**src/rtl/nibble_serializer_pkg.sv**
```systemverilog
// Shared definitions for the nibble serializer and the 4-bit bus stage it feeds.
package nibble_bus_pkg;

  localparam int unsigned NIBBLE_W = 4;

  typedef enum logic {
    IDLE  = 1'b0,
    SHIFT = 1'b1
  } ser_state_t;

  // Counter width for a word of n nibbles; at least one bit even when n == 1.
  function automatic int unsigned cnt_width(input int unsigned n);
    return (n < 2) ? 1 : $clog2(n);
  endfunction

endpackage

```
**src/rtl/nibble_serializer_if.sv**
```systemverilog
// Producer/consumer signal bundle for the nibble serializer.
interface nibble_serializer_if
  import nibble_bus_pkg::*;
#(
  parameter int unsigned WORD_NIBBLES = 2
) ();

  logic [NIBBLE_W*WORD_NIBBLES-1:0] in_data;
  logic                             in_valid;
  logic                             in_ready;
  logic                             hold;
  logic [NIBBLE_W-1:0]              nib_data;
  logic                             nib_valid;
  logic                             nib_last;

  modport master (
    output in_data, in_valid, hold,
    input  in_ready, nib_data, nib_valid, nib_last
  );

  modport slave (
    input  in_data, in_valid, hold,
    output in_ready, nib_data, nib_valid, nib_last
  );

endinterface

```
**src/rtl/nibble_serializer.sv**
```systemverilog
// Splits WORD_NIBBLES-wide words into a registered stream of 4-bit nibbles,
// one per clock, with a valid/ready word input and a hold-driven bubble input.
module nibble_serializer
  import nibble_bus_pkg::*;
#(
  parameter int unsigned WORD_NIBBLES = 2,
  parameter bit          MSB_FIRST    = 1'b1
) (
  input  logic                clk,
  input  logic                reset,
  nibble_serializer_if.slave  bus
);

  localparam int unsigned      IN_W     = NIBBLE_W * WORD_NIBBLES;
  localparam int unsigned      CNT_W    = cnt_width(WORD_NIBBLES);
  localparam logic [CNT_W-1:0] LAST_IDX = CNT_W'(WORD_NIBBLES - 1);

  ser_state_t          r_state;
  logic [CNT_W-1:0]    r_cnt;
  logic [IN_W-1:0]     r_shift;
  logic [NIBBLE_W-1:0] r_nib_data;
  logic                r_nib_valid;
  logic                r_nib_last;

  logic                w_word_done;
  logic                w_ready;
  logic                w_accept;
  logic [CNT_W-1:0]    w_cnt_nxt;
  logic [NIBBLE_W-1:0] w_first;
  logic [NIBBLE_W-1:0] w_next;
  logic [IN_W-1:0]     w_load_rest;
  logic [IN_W-1:0]     w_shift_rest;

  // The first nibble goes straight from in_data to the output; the shift
  // register only holds the nibbles still to be sent, aligned to the emit end.
  if (MSB_FIRST) begin : g_msb_first
    assign w_first      = bus.in_data[IN_W-1 -: NIBBLE_W];
    assign w_next       = r_shift[IN_W-1 -: NIBBLE_W];
    assign w_load_rest  = bus.in_data << NIBBLE_W;
    assign w_shift_rest = r_shift << NIBBLE_W;
  end else begin : g_lsb_first
    assign w_first      = bus.in_data[NIBBLE_W-1:0];
    assign w_next       = r_shift[NIBBLE_W-1:0];
    assign w_load_rest  = bus.in_data >> NIBBLE_W;
    assign w_shift_rest = r_shift >> NIBBLE_W;
  end

  assign w_word_done = (r_state == IDLE) || (r_cnt == LAST_IDX);
  assign w_ready     = !bus.hold && w_word_done;
  assign w_accept    = bus.in_valid && w_ready;
  assign w_cnt_nxt   = r_cnt + 1'b1;

  always_ff @(posedge clk) begin
    if (!reset) begin
      r_state     <= IDLE;
      r_cnt       <= '0;
      r_shift     <= '0;
      r_nib_data  <= '0;
      r_nib_valid <= 1'b0;
      r_nib_last  <= 1'b0;
    end else if (bus.hold) begin
      r_nib_valid <= 1'b0;
      r_nib_last  <= 1'b0;
    end else if (w_accept) begin
      r_state     <= SHIFT;
      r_cnt       <= '0;
      r_shift     <= w_load_rest;
      r_nib_data  <= w_first;
      r_nib_valid <= 1'b1;
      r_nib_last  <= (WORD_NIBBLES == 1);
    end else if (!w_word_done) begin
      r_cnt       <= w_cnt_nxt;
      r_shift     <= w_shift_rest;
      r_nib_data  <= w_next;
      r_nib_valid <= 1'b1;
      r_nib_last  <= (w_cnt_nxt == LAST_IDX);
    end else begin
      r_state     <= IDLE;
      r_nib_valid <= 1'b0;
      r_nib_last  <= 1'b0;
    end
  end

  assign bus.in_ready  = w_ready;
  assign bus.nib_data  = r_nib_data;
  assign bus.nib_valid = r_nib_valid;
  assign bus.nib_last  = r_nib_last;

endmodule
```
**src/flat_wrapper.sv**
```systemverilog
// flat-port wrapper written by rule: the top's interface ports become plain ports
module nibble_serializer_flat import nibble_bus_pkg::*;
#(
  parameter int unsigned WORD_NIBBLES = 2,
  parameter bit          MSB_FIRST    = 1'b1
)
  (clk, reset, bus_in_data, bus_in_valid, bus_hold, bus_in_ready, bus_nib_data, bus_nib_valid, bus_nib_last);
  nibble_serializer_if #(.WORD_NIBBLES(WORD_NIBBLES)) bus_i ();
  input  logic clk;
  input  logic reset;
  input wire logic [$bits(bus_i.in_data)-1:0] bus_in_data;
  input wire logic [$bits(bus_i.in_valid)-1:0] bus_in_valid;
  input wire logic [$bits(bus_i.hold)-1:0] bus_hold;
  output wire logic [$bits(bus_i.in_ready)-1:0] bus_in_ready;
  output wire logic [$bits(bus_i.nib_data)-1:0] bus_nib_data;
  output wire logic [$bits(bus_i.nib_valid)-1:0] bus_nib_valid;
  output wire logic [$bits(bus_i.nib_last)-1:0] bus_nib_last;
  assign bus_i.in_data = bus_in_data;
  assign bus_i.in_valid = bus_in_valid;
  assign bus_i.hold = bus_hold;
  assign bus_in_ready = bus_i.in_ready;
  assign bus_nib_data = bus_i.nib_data;
  assign bus_nib_valid = bus_i.nib_valid;
  assign bus_nib_last = bus_i.nib_last;
  nibble_serializer #(.WORD_NIBBLES(WORD_NIBBLES), .MSB_FIRST(MSB_FIRST)) u_core (.clk(clk), .reset(reset), .bus(bus_i));
endmodule
```
**config.mk**
```make
export PLATFORM = sky130hd
export DESIGN_NAME = nibble_serializer_flat
export DESIGN_NICKNAME = d
export VERILOG_FILES = /design/src/rtl/nibble_serializer_pkg.sv /design/src/rtl/nibble_serializer_if.sv /design/src/rtl/nibble_serializer.sv /design/src/flat_wrapper.sv
export SDC_FILE = /design/constraint.sdc
export NUM_CORES = 1
export LEC_CHECK = 0
export CAP_MARGIN = 20
export CELL_PAD_IN_SITES_DETAIL_PLACEMENT = 0
export CELL_PAD_IN_SITES_GLOBAL_PLACEMENT = 1
export CORE_ASPECT_RATIO = 0.8
export CORE_MARGIN = 10
export CORE_UTILIZATION = 30
export CTS_CLUSTER_DIAMETER = 30
export DETAILED_ROUTE_END_ITERATION = 10
export PLACE_DENSITY = 0.84
export SETUP_SLACK_MARGIN = 0.3
export SYNTH_ARGS = -nofsm -noshare
export SYNTH_HDL_FRONTEND = slang
export SYNTH_SLANG_ARGS = --single-unit
```
**constraint.sdc**
```tcl
create_clock -name clk -period 2.1 [get_ports clk]
set_input_delay 0.315 -clock clk [delete_from_list [all_inputs] [get_ports clk]]
set_output_delay 0.315 -clock clk [all_outputs]
set_load 0.01 [all_outputs]
```
* Word level (Yosys, flattened, before mapping)
Cells that the tools add are included.
Cells by class: muxes and demuxes 10, reduce and logical (&&, ||, !) cells 9, bitwise operators 3, add/subtract/negate cells 1, equal/unequal tests 1
Operators with widths (count):
- 2-to-1 mux 8 bit | 2
- 2-to-1 mux 4 bit | 2
- 2-to-1 mux 1 bit | 6
- AND reduction 2 bit | 2
- OR reduction 4 bit | 1
- inverter 1 bit | 3
- logical AND 1 bit | 2
- != test 2 bit, second input constant | 1
- nonzero test 2 bit | 1
- OR reduction 2 bit | 1
- adder 1 bit, second input constant | 1
- zero test 1 bit | 1
- logical OR 1 bit | 1
Word-level totals: register bits 16, logic and storage cells 30, bits of input ports 12

* Longest topological paths before layout
Gate-level depths: netlist of run 1.
depth after elaboration 6, depth in mapped cells 4, depth with buffers taken out 3

* Worst setup path before layout of run 1
Ideal clock, no wire load.
path kind input to output, from input bus_hold, to output bus_in_ready, cell stages on the path 2, path slack 1113 ps, data arrival time 672 ps, path buffers 1, data required time 1785 ps, cell sequence buf_4 > a21oi_1
Between the ends: longest elaborated chain between the ends 2
RTL lines:
- start, declared | line flat_wrapper.sv:13 | input wire logic [$bits(bus_i.hold)-1:0] bus_hold;
- zero test 1 bit | line nibble_serializer.sv:49 | assign w_ready = !bus.hold && w_word_done;
- logical AND 1 bit | line nibble_serializer.sv:49
- end, declared | line flat_wrapper.sv:14 | output wire logic [$bits(bus_i.in_ready)-1:0] bus_in_ready;
Every way passes these cells.

* Worst setup path in the final report of run 1
Ends and elaborated chain as after synthesis.

==> results of run 1 <==
==> flip-flops by register name, indices dropped and copies added (netlist names) <==
| register | cells |
|---|---|
| u_core.bus.nib_last | 1 |
| u_core.bus.nib_valid | 1 |
| u_core.r_state | 1 |
| u_core.r_cnt | 1 |
| u_core.r_shift | 4 |
| u_core.bus.nib_data | 4 |
==> kinds of logic after synthesis <==
group           Yosys count
flops                    12
compound gates           22
buf+inv                   5
simple gates             21
==> worst max-delay path by stage <==
stage	startpoint	to	slack (ns)	cells past startpoint
after floorplan	bus_hold	bus_in_ready	1.11	2
after global placement	bus_hold	bus_in_ready	0.35	3
after detailed placement	bus_hold	bus_in_ready	0.34	3
after CTS	bus_hold	bus_in_ready	0.34	3
after global routing	bus_hold	bus_in_ready	0.31	3
final	bus_hold	bus_in_ready	0.36	3
==> per-layer routing <==
layer,vias up,track usage (%)
li1,258,-
met1,206,8.502
met2,18,8.753
met3,3,4.726
met4,0,3.438
met5,-,0
==> placed cells by master, fill, tap and decap left out, drive strengths merged <==
cell type | netlist | final
a21boi | 1 | 1
inv | 2 | 2
a2bb2oi | 1 | 1
or2b | 4 | 4
buf | 3 | 1
o22ai | 8 | 8
a21oi | 7 | 7
dfxtp | 12 | 12
o311ai | 4 | 4
o21ai | 1 | 1
clkdlybuf4s50 | 0 | 18
clkbuf | 0 | 4
nor2 | 1 | 1
nor2b | 1 | 1
nand2 | 8 | 8
nand2b | 7 | 7
==> critical path: stages <==
cell	delay, ns
clkdlybuf4s50_1	0.43
a21oi_1	0.13
clkdlybuf4s50_1	0.55
==> where the power goes <==
group	internal (W)	leakage (nW)	switching (W)
clock network	0.000106	0.0210	0.0000787
registers	0.000241	0.0984	0.00000852
logic	0.0000586	0.172	0.0000428
total	0.000405	0.291	0.000130
==> cell usage after synthesis <==
cell type	number	area share [%]
a21boi_1	1	1.4
a21oi_1	6	5.4
a21oi_4	1	2.9
a2bb2oi_1	1	1.6
buf_2	1	0.90
buf_4	1	1.4
buf_6	1	2.0
dfxtp_1	12	43
inv_1	2	1.4
nand2_1	8	5.4
nand2b_1	4	4.5
nand2b_2	1	1.6
nand2b_4	2	5.0
nor2_1	1	0.68
nor2b_1	1	1.1
o21ai_0	1	0.90
o22ai_1	8	9.0
o311ai_0	1	1.6
o311ai_1	3	4.7
or2b_1	4	5.4
==> area by class of cell <==
class / instances / area [µm²] / area share [%]
sequential: 12 / 240.2 / 30.67
inverter: 2 / 7.507 / 0.9585
clock buffer: 4 / 36.28 / 4.633
timing repair buffer: 19 / 187.7 / 23.96
multi-input combinational: 43 / 284.0 / 36.26
tap: 22 / 27.53 / 3.514
==> metrics by stage <==
step	utilization, %	setup slack, ns	power, W	cell area, µm²
floorplan	-	1.113	0.0003094	555.5
global placement	44.16	0.3492	0.0003565	747.0
detailed placement	44.16	0.3421	0.0003569	747.0
CTS	46.30	0.3358	0.0005438	783.3
global route	46.30	0.3069	0.0005702	783.3
finish	46.30	0.3620	0.0005351	783.3
==> results.rst, run 1 <==
.. list-table::
   :header-rows: 1

   * - Metric
     - Value
   * - End of the worst register-to-register path
     - u_core.bus.nib_data[3]
   * - Xor/xnor cell area share of the yosys netlist
     - 0%
   * - Final period utilization
     - 82.76%
   * - Uppermost layer routed
     - met4
   * - Endpoint, Worst Hold
     - u_core.r_shift[7]
   * - Final hold slack
     - ~0.48 ns
   * - Kind of launch point of the worst setup path
     - primary input
   * - Leak
     - 0.2912 nW
   * - Peak clock frequency supported by timing
     - 575.4 MHz
   * - Hold-fix buffer count after cts
     - 0
   * - Combinational family with the most area after synthesis
     - compound AO/OA/AOI/OAI gates
   * - Share of final-layout standard cells stronger than drive strength 1
     - 11.25%
   * - Path depth of the worst reg2reg path
     - 3
   * - Count of yosys warnings during synthesis
     - 0
   * - Count of TritonRoute iterations in the first routing pass
     - 5
   * - Fin. Hold Viols
     - 0
   * - Placer congestion estimate
     - 0.7555
   * - Placement Rows
     - 13
   * - Initial Util
     - 32.84%
   * - FF-to-FF setup slack
     - 1.04 ns
   * - Hold Crit Class
     - flop to flop
   * - Total global routing track utilization
     - under 10%
   * - Hold Startpoint
     - u_core.r_shift[7]
   * - Count of port buffers added during placement
     - 18
   * - Count of inserted antenna diode cells
     - 0
   * - Mux share of post-synthesis cell area
     - 0%
   * - H-tree level count
     - 1
   * - Non-Filler Instances
     - 102
   * - Endpoint required time on the critical path
     - about 1.8 ns
   * - Vias in the first global route
     - ~450
   * - Category of the critical setup timing path
     - primary input to output pin
   * - Final wirelength
     - between 1000 and 1500 µm
   * - Post-CTS setup buffer count
     - 0
   * - Largest fanout on the critical path
     - 2
   * - Number of different library cells in the post-synthesis netlist
     - 20
   * - Number of clock sinks seen by CTS
     - 12
   * - Placed Instances
     - 98
   * - CTS tree
     - done
   * - Number of cells on the worst hold path
     - 2
   * - Area enclosed by the die boundary
     - about 4000 µm²
   * - Core area
     - about 1700 µm²
   * - Yosys reg bits
     - 12
   * - Detailed router's first-iteration violation count
     - 15
   * - Clock insertion delay at the later pin of the skew report
     - 0.28 ns
   * - Endpoint type of the worst setup path
     - output pin
   * - Syn nets
     - 72
   * - Chip height
     - 58.49 µm
   * - Per-cell routed wire length
     - 12.29 µm
   * - Worst voltage drop across the vdd grid
     - between 300 and 400 µV
   * - Cells resized by post-CTS repair
     - 0
   * - Vias after detailed routing
     - 485
   * - DP Wirelength
     - 966.9 µm
   * - Post-synthesis share of cell area spent on full adders, half adders and majority gates
     - 0%
   * - Max_cap viols
     - 0
   * - Clock root buffer master
     - clkbuf_4
   * - Result of the run
     - completed
   * - Post-synthesis simple-gate area fraction
     - between 20% and 30%
   * - Power density cells
     - 683.1 nW/µm²
   * - Global route overflow
     - 0
   * - Antenna violations before repair
     - 0
   * - Minimum clock period
     - roughly 1.7 ns
   * - Wire length of the first global-routing pass
     - 2063 µm
   * - Cts bufs inserted
     - 3
   * - Metal1 wirelength
     - 585 µm
   * - Final number of max-transition violations
     - 0
   * - Critical path arrival
     - 1.42 ns
   * - Tightest Pin Transition
     - 0.4699 ns
   * - Fill count
     - ~190
   * - Final setup viols
     - 0
   * - DR vias/cell
     - 4.755
   * - Maximum clock insertion buffer count
     - 2
   * - Detailed-route DRC error count
     - 0
   * - Pin count of the biggest net entering global routing
     - 17
   * - Top Ports
     - 19
   * - Amount of wire on met2 after detailed routing
     - approximately 520 µm
   * - Synthesized-area fraction occupied by ao, oa, aoi and oai cells
     - 27.48%
   * - Clock-pin transition on the worst setup and hold timing paths
     - 0.07 ns
   * - Launch point of the worst reg-to-reg path
     - u_core.r_cnt
   * - Number of instances in the synthesized netlist
     - 60
   * - Synth Area per Inst
     - 9.259 µm²
   * - Routed length on met3
     - 131 µm
   * - Max Clock Skew
     - around 0.0023 ns
   * - Width of the die
     - a little under 70 µm
   * - Nets
     - 93
   * - Portion of the post-synthesis area used by sequential elements
     - 43.24%
   * - Post-synthesis instance area
     - 555.5 µm²
   * - Unrepaired setup endpoints after global routing
     - no
   * - Slew margin rel.
     - about two thirds
   * - Area Overhead vs Synth
     - 40.99%
   * - Detail Route Antenna Nets
     - 0
   * - Fin Setup TNS
     - 0 ns
Power figures use the tool's default switching activity.
==> inputs of run 2 (changes only) <==
- clock period: 2.1 -> 1.79 ns (I/O delays scaled with it)
==> run 2 against run 1 <==
  * Combinational power is 16% higher
  * Wire length is the same
  * Largest cell class unchanged
  * Cell area grew 0.48%
  * Critical endpoint is now bus_nib_data[1]
  * Flip-flop and latch count unchanged
  * Die area did not move
  * Clock skew up 0.00069 ns
  * Global-route usage stayed put
  * Clock-buffer cell count stayed put
  * Core utilization up 0.22 points
  * Non-clock buffer count unchanged
==> results.rst, run 2 (synthesized netlist as in run 1, its figures left out) <==
.. list-table::
   :header-rows: 1

   * - Metric
     - Value
   * - Total global routing track utilization
     - 6.919% (unchanged)
   * - Worst voltage drop across the vdd grid
     - 396.3 µV (+17%)
   * - Cts bufs inserted
     - 3 (unchanged)
   * - Leading cell type in the layout, fill and taps excluded
     - clkdlybuf4s50_1
   * - Vias in the first global route
     - 447 (unchanged)
   * - Fin Setup TNS
     - 0 ns (unchanged)
   * - Largest fanout on the critical path
     - 3 (+1)
   * - Setup Slack @ Placement
     - 0.1251 ns (-0.2170 ns)
   * - Placement Rows
     - 13 (unchanged)
   * - Final setup viols
     - 0 (unchanged)
   * - Maximum clock insertion buffer count
     - 2 (unchanged)
   * - Detailed router's first-iteration violation count
     - 12 (-3)
   * - DR vias/cell
     - 4.804 (+1.0%)
   * - Width of the die
     - 68.11 µm (unchanged)
   * - Count of inserted antenna diode cells
     - 0 (unchanged)
   * - Cell family with the largest share of critical-path delay
     - buffers and inverters
   * - H-tree level count
     - 1 (unchanged)
   * - Result of the run
     - completed
   * - Final period utilization
     - 80.19%
   * - Amount of wire on met2 after detailed routing
     - 513 µm (-0.97%)
   * - Routed length on met3
     - 132 µm (+0.76%)
   * - Clock root buffer master
     - clkbuf_4
   * - Kind of launch point of the worst setup path
     - flop
   * - CP Cell Sequence
     - clkdlybuf4s50_1
   * - Final hold slack
     - 0.4775 ns (-0.0008790 ns)
   * - Slew margin rel.
     - 68.67% (+0.099 points)
   * - Area Overhead vs Synth
     - 41.67%
   * - Metal1 wirelength
     - 588 µm (+0.51%)
   * - Area enclosed by the die boundary
     - 3984 µm² (unchanged)
   * - CTS tree
     - done
   * - Core area
     - 1692 µm² (unchanged)
   * - Endpoint required time on the critical path
     - 1.52 ns (-0.26 ns)
   * - Uppermost layer routed
     - met4
   * - Placer congestion estimate
     - 0.7554 (about the same)
   * - Chip height
     - 58.49 µm (unchanged)
   * - Power density cells
     - 793.3 nW/µm² (+16%)
   * - Maximum single-stage delay on the critical path
     - 0.54 ns (about the same)
   * - Detail Route Antenna Nets
     - 0 (unchanged)
   * - Nets
     - 93 (unchanged)
   * - Final number of max-transition violations
     - 0 (unchanged)
   * - Setup slack of the critical path after layout
     - 0.3545 ns (-0.007480 ns)
   * - Max Clock Skew
     - 0.003037 ns (+0.0006874 ns)
   * - Leak
     - 0.3247 nW (+11%)
   * - Max_cap viols
     - 0 (unchanged)
   * - Wire length of the first global-routing pass
     - 2063 µm (unchanged)
   * - Count of port buffers added during placement
     - 18 (unchanged)
   * - Antenna violations before repair
     - 0 (unchanged)
   * - Critical-path top delay cell
     - clkdlybuf4s50_1
   * - Endpoint type of the worst setup path
     - output pin
   * - Share of final-layout standard cells stronger than drive strength 1
     - 11.25% (unchanged)
   * - Pin count of the biggest net entering global routing
     - 17 (unchanged)
   * - Hold-fix buffer count after cts
     - 0 (unchanged)
   * - Global route overflow
     - 0 (unchanged)
   * - Initial Util
     - 32.84% (unchanged)
   * - Minimum clock period
     - 1.435 ns
   * - Commonest cells after routing, fill and taps aside
     - 15 x clkdlybuf4s50_1, 12 x dfxtp_1, 8 x nand2_1, 8 x o22ai_1, 6 x a21oi_1
   * - Category of the critical setup timing path
     - flop to output pin
   * - Detailed-route DRC error count
     - 0 (unchanged)
   * - Final wirelength
     - 1254 µm (unchanged)
   * - Fill count
     - 185 (-1.1%)
   * - Buffers and inverters on the worst path
     - 1 (-1)
   * - Fin. Hold Viols
     - 0 (unchanged)
   * - Post-route cell area
     - 787.0 µm² (+0.48%)
   * - Tightest Pin Transition
     - 0.4684 ns (-0.001473 ns)
   * - Area of placed instances
     - 747.0 µm² (unchanged)
   * - Count of TritonRoute iterations in the first routing pass
     - 4 (-1)
   * - DP Wirelength
     - 966.9 µm (unchanged)
   * - Top Ports
     - 19 (unchanged)
   * - Critical path arrival
     - 1.17 ns (-0.25 ns)
   * - Number of clock sinks seen by CTS
     - 12 (unchanged)
   * - Peak clock frequency supported by timing
     - 696.6 MHz
   * - Hold Crit Class
     - flop to flop
   * - Unrepaired setup endpoints after global routing
     - no
   * - Clock insertion delay at the later pin of the skew report
     - 0.28 ns (about the same)
   * - Vias after detailed routing
     - 490 (+1.0%)
   * - Clock-pin transition on the worst setup and hold timing paths
     - 0.07 ns (about the same)
   * - Per-cell routed wire length
     - 12.29 µm (unchanged)
## run 2: cell count changes in the layout (fill, tap and decap cells not counted)
cell | previous run | this run
dlymetal6s2s_1 | 0 | 2
dlygate4sd2_1 | 0 | 1
clkdlybuf4s50_1 | 18 | 15
## run 2: layer usage
metal / GRT usage, % / up-vias
met4: 3.438 / 0
met3: 4.726 / 3
met2: 8.753 / 20
met5: 0 / -
met1: 8.502 / 208
li1: - / 259
## run 2: final timing paths
kind	slack, ns	endpoint	cells past startpoint	from
worst min register to register	0.48	u_core.r_shift[7]	2	u_core.r_shift[7]
worst max-delay path	0.35	bus_nib_data[1]	1	u_core.bus.nib_data[1]
worst max register to register	0.73	u_core.bus.nib_data[3]	3	u_core.r_cnt
worst min-delay path	0.48	u_core.r_shift[7]	2	u_core.r_shift[7]
## run 2: report_power, final
| group | switching [W] | internal, W |
|---|---|---|
| combinational | 0.0000502 | 0.0000667 |
| sequential | 0.00000985 | 0.000282 |
| clock | 0.0000912 | 0.000124 |
## run 2: cell type report
cell class                      instances  area, µm²  area share, %
Timing Repair Buffer                   19      191.4          24.32
Tap cell                               22      27.53          3.498
Multi-Input combinational cell         43      284.0          36.09
Inverter                                2      7.507         0.9539
Sequential cell                        12      240.2          30.52
Clock buffer                            4      36.28          4.610
## run 2: through the flow
step           total power (W)  instances  util, %
6_report             0.0006243        102    46.52
5_1_grt              0.0006664        102    46.52
4_1_cts              0.0006367        102    46.23
3_5_place_dp         0.0004188         98    44.16
3_3_place_gp         0.0004182         98    44.16
2_1_floorplan        0.0003630         60        -
## run 2: timing repair
action / 4_1_cts / 5_1_grt
gates resized for setup: 1 / 2
endpoints found under the setup margin: 1 / 2
cloned: 0 / 0
setup buffers: 0 / 0
==> inputs of run 3 (changes only) <==
- clock period: 1.79 -> 1.4 ns (I/O delays scaled with it)
==> run 3 against run 2 <==
  * Flip-flop and latch count stayed put
  * Critical path type unchanged
  * Cell area is 5.1% higher
  * Clock skew decreased by 0.00099 ns
  * Setup slack got worse by 0.058 ns
  * Core utilization increased by 2.4 points
  * Clock-buffer cell count unchanged
  * First-iteration DRC count is 25% higher
  * Highest routed layer is now met3
==> results.rst, run 3 (synthesized netlist as in run 1, its figures left out) <==
.. list-table::
   :header-rows: 1

   * - Metric
     - Value
   * - Result of the run
     - completed
   * - Category of the critical setup timing path
     - flop to output pin
   * - Wire length of the first global-routing pass
     - 2242 µm (+8.7%)
   * - Detailed router's first-iteration violation count
     - 15 (+3)
   * - Placement Rows
     - 13 (unchanged)
   * - DR vias/cell
     - 4.879 (+1.6%)
   * - Fin. Hold Viols
     - 0 (unchanged)
   * - Nets
     - 98 (+5.4%)
   * - Tightest Pin Transition
     - 0.3196 ns (-0.1489 ns)
   * - Core area
     - 1692 µm² (unchanged)
   * - Kind of launch point of the worst setup path
     - flop
   * - Fill count
     - 179 (-3.2%)
   * - Critical path arrival
     - 0.89 ns (-0.28 ns)
   * - Minimum clock period
     - 1.104 ns
   * - Width of the die
     - 68.11 µm (unchanged)
   * - Max Clock Skew
     - 0.002052 ns (-0.0009855 ns)
   * - CTS tree
     - done
   * - Count of inserted antenna diode cells
     - 0 (unchanged)
   * - Grt met3 use
     - 4.915% (+0.19 points)
   * - Final period utilization
     - 78.83%
   * - Final number of max-transition violations
     - 0 (unchanged)
   * - Antenna violations before repair
     - 0 (unchanged)
   * - Total global routing track utilization
     - 7.561% (+0.64 points)
   * - Count of port buffers added during placement
     - 18 (unchanged)
   * - Placer congestion estimate
     - 0.7353 (-2.7%)
   * - Peak clock frequency supported by timing
     - 906.1 MHz
   * - Area taken by multi-input logic gates
     - 295.3 µm² (+4.0%)
   * - Unrepaired setup endpoints after global routing
     - yes
   * - FF+latch area
     - 244.0 µm² (+1.6%)
   * - Clock-pin transition on the worst setup and hold timing paths
     - 0.07 ns (about the same)
   * - Vias in the first global route
     - 475 (+6.3%)
   * - Global route overflow
     - 0 (unchanged)
   * - Hold-fix buffer count after cts
     - 0 (unchanged)
   * - Detailed-route DRC error count
     - 0 (unchanged)
   * - Non-Filler Instances
     - 107 (+4.9%)
   * - Vias after detailed routing
     - 522 (+6.5%)
   * - Pin count of the biggest net entering global routing
     - 14 (-3)
   * - Detail Route Antenna Nets
     - 0 (unchanged)
   * - Met1 global-route usage
     - 8.502% (unchanged)
   * - Clock insertion delay at the later pin of the skew report
     - 0.27 ns (about the same)
   * - Initial Util
     - 32.84% (unchanged)
   * - Leak
     - 0.3337 nW (+2.8%)
   * - Per-cell routed wire length
     - 13.34 µm (+8.5%)
   * - Share of final-layout standard cells stronger than drive strength 1
     - 28.24% (+17 points)
   * - Endpoint type of the worst setup path
     - output pin
   * - Worst voltage drop across the vdd grid
     - 478.3 µV (+21%)
   * - Placed Instances
     - 100 (+2.0%)
   * - Hold Crit Class
     - flop to flop
   * - Max_cap viols
     - 0 (unchanged)
   * - Chip height
     - 58.49 µm (unchanged)
   * - Largest fanout on the critical path
     - 3 (unchanged)
   * - Endpoint required time on the critical path
     - 1.19 ns (-0.33 ns)
   * - Met2 Usage GRT
     - 11.67% (+2.9 points)
   * - Maximum clock insertion buffer count
     - 2 (unchanged)
   * - Most Used Layer, Global Route
     - met2
   * - Commonest cells after routing, fill and taps aside
     - 9 x clkdlybuf4s50_1, 9 x dfxtp_1, 8 x nand2_1, 8 x o22ai_1
   * - Number of clock sinks seen by CTS
     - 12 (unchanged)
   * - Final wirelength
     - 1427 µm (+14%)
   * - H-tree level count
     - 1 (unchanged)
   * - Area enclosed by the die boundary
     - 3984 µm² (unchanged)
   * - Top Ports
     - 19 (unchanged)
   * - Fin Setup TNS
     - 0 ns (unchanged)
   * - Clock root buffer master
     - clkbuf_4
   * - Count of TritonRoute iterations in the first routing pass
     - 4 (unchanged)
   * - Final setup viols
     - 0 (unchanged)
   * - Power density cells
     - 977.8 nW/µm² (+23%)
   * - Cts bufs inserted
     - 3 (unchanged)
   * - Slew margin rel.
     - 78.36% (+9.7 points)
   * - Area Overhead vs Synth
     - 48.87%
[run 3: changes by cell type in the layout (fill, tap and decap cells not counted), moves of 2 or more]
cell,previous run,this run
dlygate4sd2_1,1,4
clkdlybuf4s15_2,0,2
dlymetal6s2s_1,2,0
dfxtp_1,12,9
dfxtp_2,0,3
buf_4,1,5
clkdlybuf4s50_1,15,9
[run 3: layer usage]
| layer | vias up | wire length [µm] |
|---|---|---|
| met4 | 0 | 0 |
| met5 | - | 0 |
| li1 | 267 | - |
| met1 | 242 | 629 |
| met3 | 0 | 100 |
| met2 | 13 | 697 |
[run 3: metrics by stage]
stage	hold WS [ns]	power [W]	area (µm²)	utilization [%]	setup WS (ns)
floorplan	0.3472	0.0004642	555.5	-	0.4182
global placement	0.4560	0.0005389	762.0	45.04	-0.1640
detailed placement	0.4597	0.0005406	762.0	45.04	-0.1510
CTS	0.4721	0.0008109	820.8	48.52	0.08760
global route	0.4850	0.0008500	827.0	48.89	0.2363
finish	0.4819	0.0008087	827.0	48.89	0.2964
[run 3: timing repair]
action	in CTS	in global routing
setup endpoints to repair	16	5
resized for setup	16	11
setup buffers	3	0
[run 3: path summary, 6_finish.rpt]
check	start	endpoint	slack (ns)	cells after the start
min reg2reg	u_core.r_shift[5]	u_core.r_shift[5]	0.48	2
max reg2reg	u_core.r_state	u_core.bus.nib_data[2]	0.32	3
max	u_core.r_state	bus_in_ready	0.30	2
min	u_core.r_shift[5]	u_core.r_shift[5]	0.48	2
[run 3: area by class of cell]
type                       count  share of cell area [%]
inverter                       2                  0.9077
timing repair buffer          24                   26.17
sequential                    12                   29.50
clock buffer                   4                   4.387
multi-input combinational     43                   35.70
tap                           22                   3.328
[run 3: power breakdown]
part	total, W	leakage, nW	internal [W]	switching [W]
Sequential	0.000376	0.0996	0.000362	0.0000140
Clock	0.000271	0.0210	0.000158	0.000113
Combinational	0.000161	0.213	0.0000895	0.0000714
Total	0.000809	0.334	0.000610	0.000199
[run 3: worst max-delay path: stages (launching register included)]
cell and delay (ns):
dfxtp_1 0.35, a21oi_2 0.14, buf_2 0.14
